File: src/rtl/mips_cpu_bus_pkg.sv
// Shared types for the Avalon load/store unit: access sizes, FSM states and
// the data-width to byte-lane helper.
package mips_cpu_bus_pkg;

  typedef enum logic [1:0] {
    SZ_BYTE  = 2'b00,
    SZ_HALF  = 2'b01,
    SZ_WORD  = 2'b10,
    SZ_DWORD = 2'b11
  } size_e;

  typedef enum logic [1:0] {
    IDLE = 2'b00,
    BUS  = 2'b01,
    RESP = 2'b10
  } state_e;

  function automatic int lane_count(input int data_w);
    return data_w / 8;
  endfunction

endpackage

File: src/rtl/mips_cpu_bus_lane.sv
// Byte-lane steering: byteenable pattern, store-data shift into lanes and
// load-data extract with sign/zero extension.
module mips_cpu_bus_lane
  import mips_cpu_bus_pkg::*;
#(
  parameter int DATA_W = 32,
  localparam int NL = lane_count(DATA_W),
  localparam int LB = $clog2(NL)
) (
  input  logic [LB-1:0]     i_offset,
  input  size_e             i_size,
  input  logic              i_signed,
  input  logic [DATA_W-1:0] i_wdata,
  input  logic [DATA_W-1:0] i_rdata,
  output logic [NL-1:0]     o_byteenable,
  output logic [DATA_W-1:0] o_wdata,
  output logic [DATA_W-1:0] o_rdata
);

  logic [NL-1:0]     w_lane_mask;
  logic [DATA_W-1:0] w_data_mask;
  logic [LB+2:0]     w_shamt;
  logic [DATA_W-1:0] w_rshift;
  logic              w_sign;

  // Size-dependent lane and bit masks, right-justified before shifting.
  always_comb begin
    w_lane_mask = '0;
    w_data_mask = '0;
    case (i_size)
      SZ_BYTE: begin
        w_lane_mask = NL'(1);
        w_data_mask = DATA_W'(8'hFF);
      end
      SZ_HALF: begin
        w_lane_mask = NL'(3);
        w_data_mask = DATA_W'(16'hFFFF);
      end
      SZ_WORD: begin
        w_lane_mask = NL'(4'hF);
        w_data_mask = DATA_W'(32'hFFFF_FFFF);
      end
      SZ_DWORD: begin
        w_lane_mask = {NL{1'b1}};
        w_data_mask = {DATA_W{1'b1}};
      end
      default: begin
        w_lane_mask = '0;
        w_data_mask = '0;
      end
    endcase
  end

  assign w_shamt      = {i_offset, 3'b000};
  assign o_byteenable = w_lane_mask << i_offset;
  assign o_wdata      = (i_wdata & w_data_mask) << w_shamt;
  assign w_rshift     = i_rdata >> w_shamt;

  // Fill with the sign bit first, then overlay the addressed bytes.
  always_comb begin
    w_sign  = 1'b0;
    o_rdata = '0;
    case (i_size)
      SZ_BYTE: begin
        w_sign       = i_signed & w_rshift[7];
        o_rdata      = {DATA_W{w_sign}};
        o_rdata[7:0] = w_rshift[7:0];
      end
      SZ_HALF: begin
        w_sign        = i_signed & w_rshift[15];
        o_rdata       = {DATA_W{w_sign}};
        o_rdata[15:0] = w_rshift[15:0];
      end
      SZ_WORD: begin
        w_sign        = i_signed & w_rshift[31];
        o_rdata       = {DATA_W{w_sign}};
        o_rdata[31:0] = w_rshift[31:0];
      end
      SZ_DWORD: begin
        w_sign  = 1'b0;
        o_rdata = w_rshift;
      end
      default: begin
        w_sign  = 1'b0;
        o_rdata = '0;
      end
    endcase
  end

endmodule

File: src/rtl/mips_cpu_bus_lsu.sv
// Load/store unit bridging a single-request CPU port to an Avalon-MM master,
// with alignment checking, lane steering and a waitrequest timeout.
module mips_cpu_bus_lsu
  import mips_cpu_bus_pkg::*;
#(
  parameter int DATA_W  = 32,
  parameter int ADDR_W  = 32,
  parameter int TIMEOUT = 1023
) (
  input  logic                  clk,
  input  logic                  reset,
  input  logic                  req_valid,
  output logic                  req_ready,
  input  logic                  req_write,
  input  logic [1:0]            req_size,
  input  logic                  req_signed,
  input  logic [ADDR_W-1:0]     req_addr,
  input  logic [DATA_W-1:0]     req_wdata,
  output logic                  resp_valid,
  output logic [DATA_W-1:0]     resp_rdata,
  output logic                  resp_err,
  output logic [ADDR_W-1:0]     mem_address,
  output logic                  memread,
  output logic                  memwrite,
  input  logic                  waitrequest,
  output logic [DATA_W-1:0]     memwritedata,
  output logic [DATA_W/8-1:0]   byteenable,
  input  logic [DATA_W-1:0]     memreaddata
);

  localparam int NL = lane_count(DATA_W);
  localparam int LB = $clog2(NL);
  localparam int CW = $clog2(TIMEOUT + 1);

  state_e            r_state;
  state_e            w_state_nxt;
  logic [ADDR_W-1:0] r_addr;
  size_e             r_size;
  logic              r_signed;
  logic              r_write;
  logic              r_err;
  logic [DATA_W-1:0] r_wdata;
  logic [DATA_W-1:0] r_rdata;
  logic [CW-1:0]     r_wait_cnt;

  logic              w_illegal;
  logic              w_timeout;
  logic [NL-1:0]     w_be;
  logic [DATA_W-1:0] w_st_data;
  logic [DATA_W-1:0] w_ld_data;

  mips_cpu_bus_lane #(.DATA_W(DATA_W)) u_lane (
    .i_offset     (r_addr[LB-1:0]),
    .i_size       (r_size),
    .i_signed     (r_signed),
    .i_wdata      (r_wdata),
    .i_rdata      (memreaddata),
    .o_byteenable (w_be),
    .o_wdata      (w_st_data),
    .o_rdata      (w_ld_data)
  );

  // Dword on a 32-bit bus has no lane pattern, so it is rejected like a misalignment.
  always_comb begin
    w_illegal = 1'b1;
    case (size_e'(req_size))
      SZ_BYTE:  w_illegal = 1'b0;
      SZ_HALF:  w_illegal = req_addr[0];
      SZ_WORD:  w_illegal = |req_addr[1:0];
      SZ_DWORD: w_illegal = (|req_addr[2:0]) | (DATA_W == 32);
      default:  w_illegal = 1'b1;
    endcase
  end

  assign w_timeout = (r_state == BUS) & waitrequest &
                     (r_wait_cnt == CW'(TIMEOUT - 1));

  always_comb begin
    w_state_nxt = r_state;
    case (r_state)
      IDLE: begin
        if (req_valid) begin
          w_state_nxt = w_illegal ? RESP : BUS;
        end else begin
          w_state_nxt = IDLE;
        end
      end
      BUS: begin
        if (!waitrequest || w_timeout) begin
          w_state_nxt = RESP;
        end else begin
          w_state_nxt = BUS;
        end
      end
      RESP:    w_state_nxt = IDLE;
      default: w_state_nxt = IDLE;
    endcase
  end

  always_ff @(posedge clk) begin
    if (reset) begin
      r_state <= IDLE;
    end else begin
      r_state <= w_state_nxt;
    end
  end

  // Request capture, wait counting and response data; reset also abandons any access.
  always_ff @(posedge clk) begin
    if (reset) begin
      r_addr     <= '0;
      r_size     <= SZ_BYTE;
      r_signed   <= 1'b0;
      r_write    <= 1'b0;
      r_wdata    <= '0;
      r_err      <= 1'b0;
      r_rdata    <= '0;
      r_wait_cnt <= '0;
    end else begin
      case (r_state)
        IDLE: begin
          if (req_valid) begin
            r_addr     <= req_addr;
            r_size     <= size_e'(req_size);
            r_signed   <= req_signed;
            r_write    <= req_write;
            r_wdata    <= req_wdata;
            r_err      <= w_illegal;
            r_rdata    <= '0;
            r_wait_cnt <= '0;
          end
        end
        BUS: begin
          if (!waitrequest) begin
            r_rdata    <= r_write ? '0 : w_ld_data;
            r_wait_cnt <= '0;
          end else if (w_timeout) begin
            r_err      <= 1'b1;
            r_rdata    <= '0;
            r_wait_cnt <= '0;
          end else begin
            r_wait_cnt <= r_wait_cnt + CW'(1);
          end
        end
        RESP: begin
          r_err   <= 1'b0;
          r_rdata <= '0;
        end
        default: begin
          r_err   <= 1'b0;
          r_rdata <= '0;
        end
      endcase
    end
  end

  assign req_ready    = (r_state == IDLE);
  assign resp_valid   = (r_state == RESP);
  assign resp_err     = (r_state == RESP) & r_err;
  assign resp_rdata   = r_rdata;
  assign memread      = (r_state == BUS) & ~r_write;
  assign memwrite     = (r_state == BUS) & r_write;
  assign mem_address  = {r_addr[ADDR_W-1:LB], {LB{1'b0}}};
  assign byteenable   = (r_state == BUS) ? w_be : '0;
  assign memwritedata = ((r_state == BUS) && r_write) ? w_st_data : '0;

endmodule

File: config.mk
export PLATFORM = sky130hd
export DESIGN_NAME = mips_cpu_bus_lsu
export DESIGN_NICKNAME = d
export VERILOG_FILES = /design/src/rtl/mips_cpu_bus_pkg.sv /design/src/rtl/mips_cpu_bus_lane.sv /design/src/rtl/mips_cpu_bus_lsu.sv
export SDC_FILE = /design/constraint.sdc
export NUM_CORES = 1
export LEC_CHECK = 0
export ABC_AREA = 1
export CORE_UTILIZATION = 45
export DETAILED_ROUTE_END_ITERATION = 8
export PLACE_DENSITY = 0.8
export SYNTH_ARGS = -nofsm -noshare
export SYNTH_HDL_FRONTEND = slang
export SYNTH_SLANG_ARGS = --single-unit
File: constraint.sdc
create_clock -name clk -period 3.6 [get_ports clk]
set_input_delay 1.08 -clock clk [delete_from_list [all_inputs] [get_ports clk]]
set_output_delay 1.08 -clock clk [all_outputs]
set_load 0.01 [all_outputs]
==> metrics.log <==
INFO  metric startpoint_of_the_worst_slack_reg_to_reg_timing_path = r_addr[0]
INFO  metric initial_utilization = 0.464
INFO  metric p_per_area = 456 nW/um^2
INFO  metric grt_max_degree = 81
INFO  metric drc_errors = 0
INFO  metric timing.critical_path.required = 2.52 ns
INFO  metric globalplace.congestion = 0.955
INFO  metric rrSetupSlack = 1.47 ns
INFO  metric max_freq = 0.289 GHz
INFO  metric distinct_cell_type_count_after_synthesis = 35
INFO  metric synthTopCellsByArea = dfxtp_1 (39%), nor2_1 (11%), nand2_1 (9.5%)
INFO  metric critical_path_arrival = 2.38 ns
INFO  metric detail_route.wirelength.met1 = 7470 microns
INFO  metric irDropWorstVdd = 236 uV
INFO  metric fin_util = 0.655
INFO  metric grt_first_pass_wirelength = 28,600 microns
INFO  metric share_of_final_layout_standard_cells_stronger_than_drive_strength_1 = 0.0589
INFO  metric finalClockSkew = 0.00531 ns
INFO  metric grtUsageTotal = 0.277
INFO  metric seq_area_frac_synth = 0.385
INFO  metric postRouteWirelength = 18,400 microns
INFO  metric critPathSlowestCell = clkdlybuf4s50_1
INFO  metric clock_tree.root_cell = clkbuf_16
INFO  metric num_io_pins = 209
INFO  metric timing.critical_path.slowest_cell_delay = 0.63 ns
INFO  metric final.min_clock_period = 3.46 ns
INFO  metric crit_path_end = memwritedata[21]
INFO  metric synth-warning-count = 0
INFO  metric finalSetupViolations = 0
INFO  metric dpl_worst_slack = 0.337 ns
INFO  metric numPortBuffers = 206
INFO  metric floorplan.die.height = 116 microns
INFO  metric final.fill_count = 1,134
INFO  metric tritoncts.num_buffers = 17
INFO  metric worstSetupEndpointType = output port
INFO  metric overflow = 0
INFO  metric netlist_area = 5870 sq um
INFO  metric met3WireLength = 1670 microns
INFO  metric postCtsSetupBuffers = 0
INFO  metric floorplan.core_area = 12,700 sq um
INFO  metric clk_pin_slew_worst_paths = 0.05 ns
INFO  metric max-clock-path-buffers = 2
INFO  metric power.leakage = 0.00325 uW
INFO  metric slew_headroom = 0.564
INFO  metric cap_viol_max_count = 0
INFO  metric postSynthAreaPerCell = 6.71 sq um
INFO  metric setup.worst_path.class = flip-flop to output port
INFO  metric syn-instance-count = 875
INFO  metric antenna_found_initial = 0
INFO  metric dr.pass1.iters = 5
INFO  metric totalNegativeSetupSlack = 0 ns
INFO  metric critPathLaunchType = flip-flop
INFO  metric num-nets-final = 1,128
INFO  metric die-area = 13,500 sq um
INFO  metric multi_input_area = 2870 sq um
INFO  metric ant_nets = 0
INFO  metric regToRegEndpoint = resp_rdata[27]
INFO  metric unrepaired_setup_endpoints_after_global_routing = no
INFO  metric synth_top_cell_area_share = 0.385
INFO  metric timing.final.max_slew_violations = 0
INFO  metric quantity_of_hold_fixing_buffers_added_after_cts = 0
INFO  metric top_signal_layer_used = met4
INFO  metric fin_ws = 0.138 ns
INFO  metric final-seq-area = 2260 sq um
INFO  metric timing.critical_path.from = r_state[1]
INFO  metric fp-row-count = 41
INFO  metric status = complete, no violations
INFO  metric ff2ff_path_depth = 10
INFO  metric route.detailed.wl_per_inst = 15.3 microns
INFO  metric dp_hpwl = 12,700 microns
INFO  metric layout-area-overhead-vs-synth = 41.4%
INFO  metric worst_skew_pair.late_latency = 0.42 ns
INFO  metric finalHoldViolations = 0
INFO  metric synth_top_area_cell = dfxtp_1
INFO  metric cp_max_fo = 10
INFO  metric grt_pass1_vias = 5,861
INFO  metric detailed_route_wirelength_on_metal2 = 8700 microns
INFO  metric total_clock_sinks = 113
INFO  metric synth.ff_latch_count = 113
INFO  metric layout_worst_path_cycle_share = 0.962
INFO  metric dr_total_vias = 6,382
INFO  metric diodes_inserted = 0
INFO  metric drt_iter0_drcs = 743
INFO  metric dieWidth = 116 microns
INFO  metric cts_max_level = 4
INFO  metric cts_tree = done
INFO  metric timing.critical_path.cells = inv_1 -> nand2_4 -> clkinv_2 -> nand2_2 -> a221oi_1 -> clkdlybuf4s50_1
INFO  metric min_path_type = flip-flop to flip-flop
INFO  metric worst_slew_pin_slew = 0.653 ns
INFO  metric routed_via_count_divided_by_cell_count = 5.29
where the power goes:
| group | leakage (uW) | total, uW | internal, uW | switching [uW] |
|---|---|---|---|---|
| clock network | 0.000276 | 1620 | 1050 | 568 |
| registers | 0.000930 | 1400 | 1340 | 57.3 |
| logic | 0.00204 | 771 | 334 | 438 |
registers in the layout (all words and copies together), names as in the netlist:
signal      flops
r_addr         32
r_wdata        32
resp_rdata     32
r_wait_cnt     10
r_size          2
r_state         2
r_err           1
r_signed        1
r_write         1
placed cells by master (no fill, tap or decap), types with 2 or more instances in the layout:
| master | Yosys | routed |
|---|---|---|
| clkdlybuf4s50_1 | 0 | 206 |
| nor2_1 | 167 | 166 |
| nand2_1 | 149 | 149 |
| dfxtp_1 | 113 | 112 |
| o21ai_0 | 93 | 93 |
| nand3_1 | 88 | 87 |
| a21oi_1 | 56 | 56 |
| inv_1 | 48 | 47 |
| clkbuf_16 | 0 | 17 |
| o211ai_1 | 14 | 14 |
| buf_4 | 40 | 12 |
| a221oi_1 | 9 | 9 |
| a31oi_1 | 8 | 8 |
| nor3_1 | 7 | 7 |
| clkbuf_1 | 24 | 7 |
| clkinv_2 | 1 | 5 |
| nand2_2 | 4 | 4 |
| inv_2 | 3 | 4 |
| nand3_2 | 2 | 3 |
| nand2_4 | 2 | 2 |
| nor2_2 | 2 | 2 |
| xor2_1 | 2 | 2 |
| nor3b_1 | 2 | 2 |
| ha_1 | 2 | 2 |
| conb_1 | 1 | 2 |
| clkbuf_8 | 0 | 2 |
| bufinv_16 | 0 | 2 |
| buf_12 | 0 | 2 |
kinds of logic (layout without fill, tap and decap cells):
group	count (synthesis)	in the layout	synth area share
AND/OR/NAND/NOR	427	427	0.305
adder cells (fa/ha/maj)	2	2	0.00426
buffers and inverters	146	305	0.130
other	1	2	0.000639
AO/OA/AOI/OAI	184	184	0.172
XOR/XNOR	2	2	0.00298
flip-flops	113	113	0.385
routing by layer:
metal / vias to the layer above / GRT usage
li1: 3129 / -
met1: 2861 / 0.318
met2: 335 / 0.466
met3: 57 / 0.0799
met4: 0 / 0.150
met5: - / 0
synthesized netlist by cell type (all sizes together):
library cell  count
o211ai           14
o21bai            1
a21oi            57
o31ai             1
nand3b            1
nor3              8
nand2           155
nand3            90
clkinv            1
xor2              2
nor3b             2
a221oi            9
clkbuf           25
o21ai            93
conb              1
dfxtp           113
or2               1
ha                2
nand4             1
inv              51
a21o              1
a31oi             8
nor2            169
buf              69
worst min-delay path by stage:
stage                         from             end  slack, ns  depth (start not counted)
floorplan                    r_err           r_err       0.44                          2
global placement     resp_rdata[4]   resp_rdata[4]       0.45                          2
detailed placement   resp_rdata[1]   resp_rdata[1]       0.45                          2
CTS                  resp_rdata[1]   resp_rdata[1]       0.46                          2
global route        resp_rdata[17]  resp_rdata[17]       0.47                          2
finish               resp_rdata[5]   resp_rdata[5]       0.46                          2
what timing repair did:
item,CTS,global route
endpoints found under the hold margin,0,0
resized for setup,1,3
setup endpoints to repair,8,19
pin swaps,0,0
critical path, delay by kind of cell, from the launching register on:
family	cells	cell delay [ns]
and+or+nand+nor	2	0.30
DFF	1	0.32
buffers and inverters	3	0.90
AOI/OAI and AO/OA	1	0.44
area by class of cell:
cell class	instances	area share
Timing Repair Buffer	221	0.265
Sequential cell	113	0.273
Multi-Input combinational cell	617	0.345
Clock buffer	26	0.0577
Inverter	52	0.0237
Tap cell	172	0.0259
Clock inverter	6	0.00964
stage by stage:
step / std cells / power, uW / hold slack, ns / area, sq um
after CTS: 1207 / 3790 / 0.461 / 8290
after detailed placement: 1175 / 2180 / 0.453 / 7730
after floorplan: 876 / 1900 / 0.437 / 5880
final: 1207 / 3790 / 0.458 / 8300
after global placement: 1175 / 2180 / 0.448 / 7730
after global routing: 1207 / 3950 / 0.473 / 8300
(Power assumes the default switching activity.)
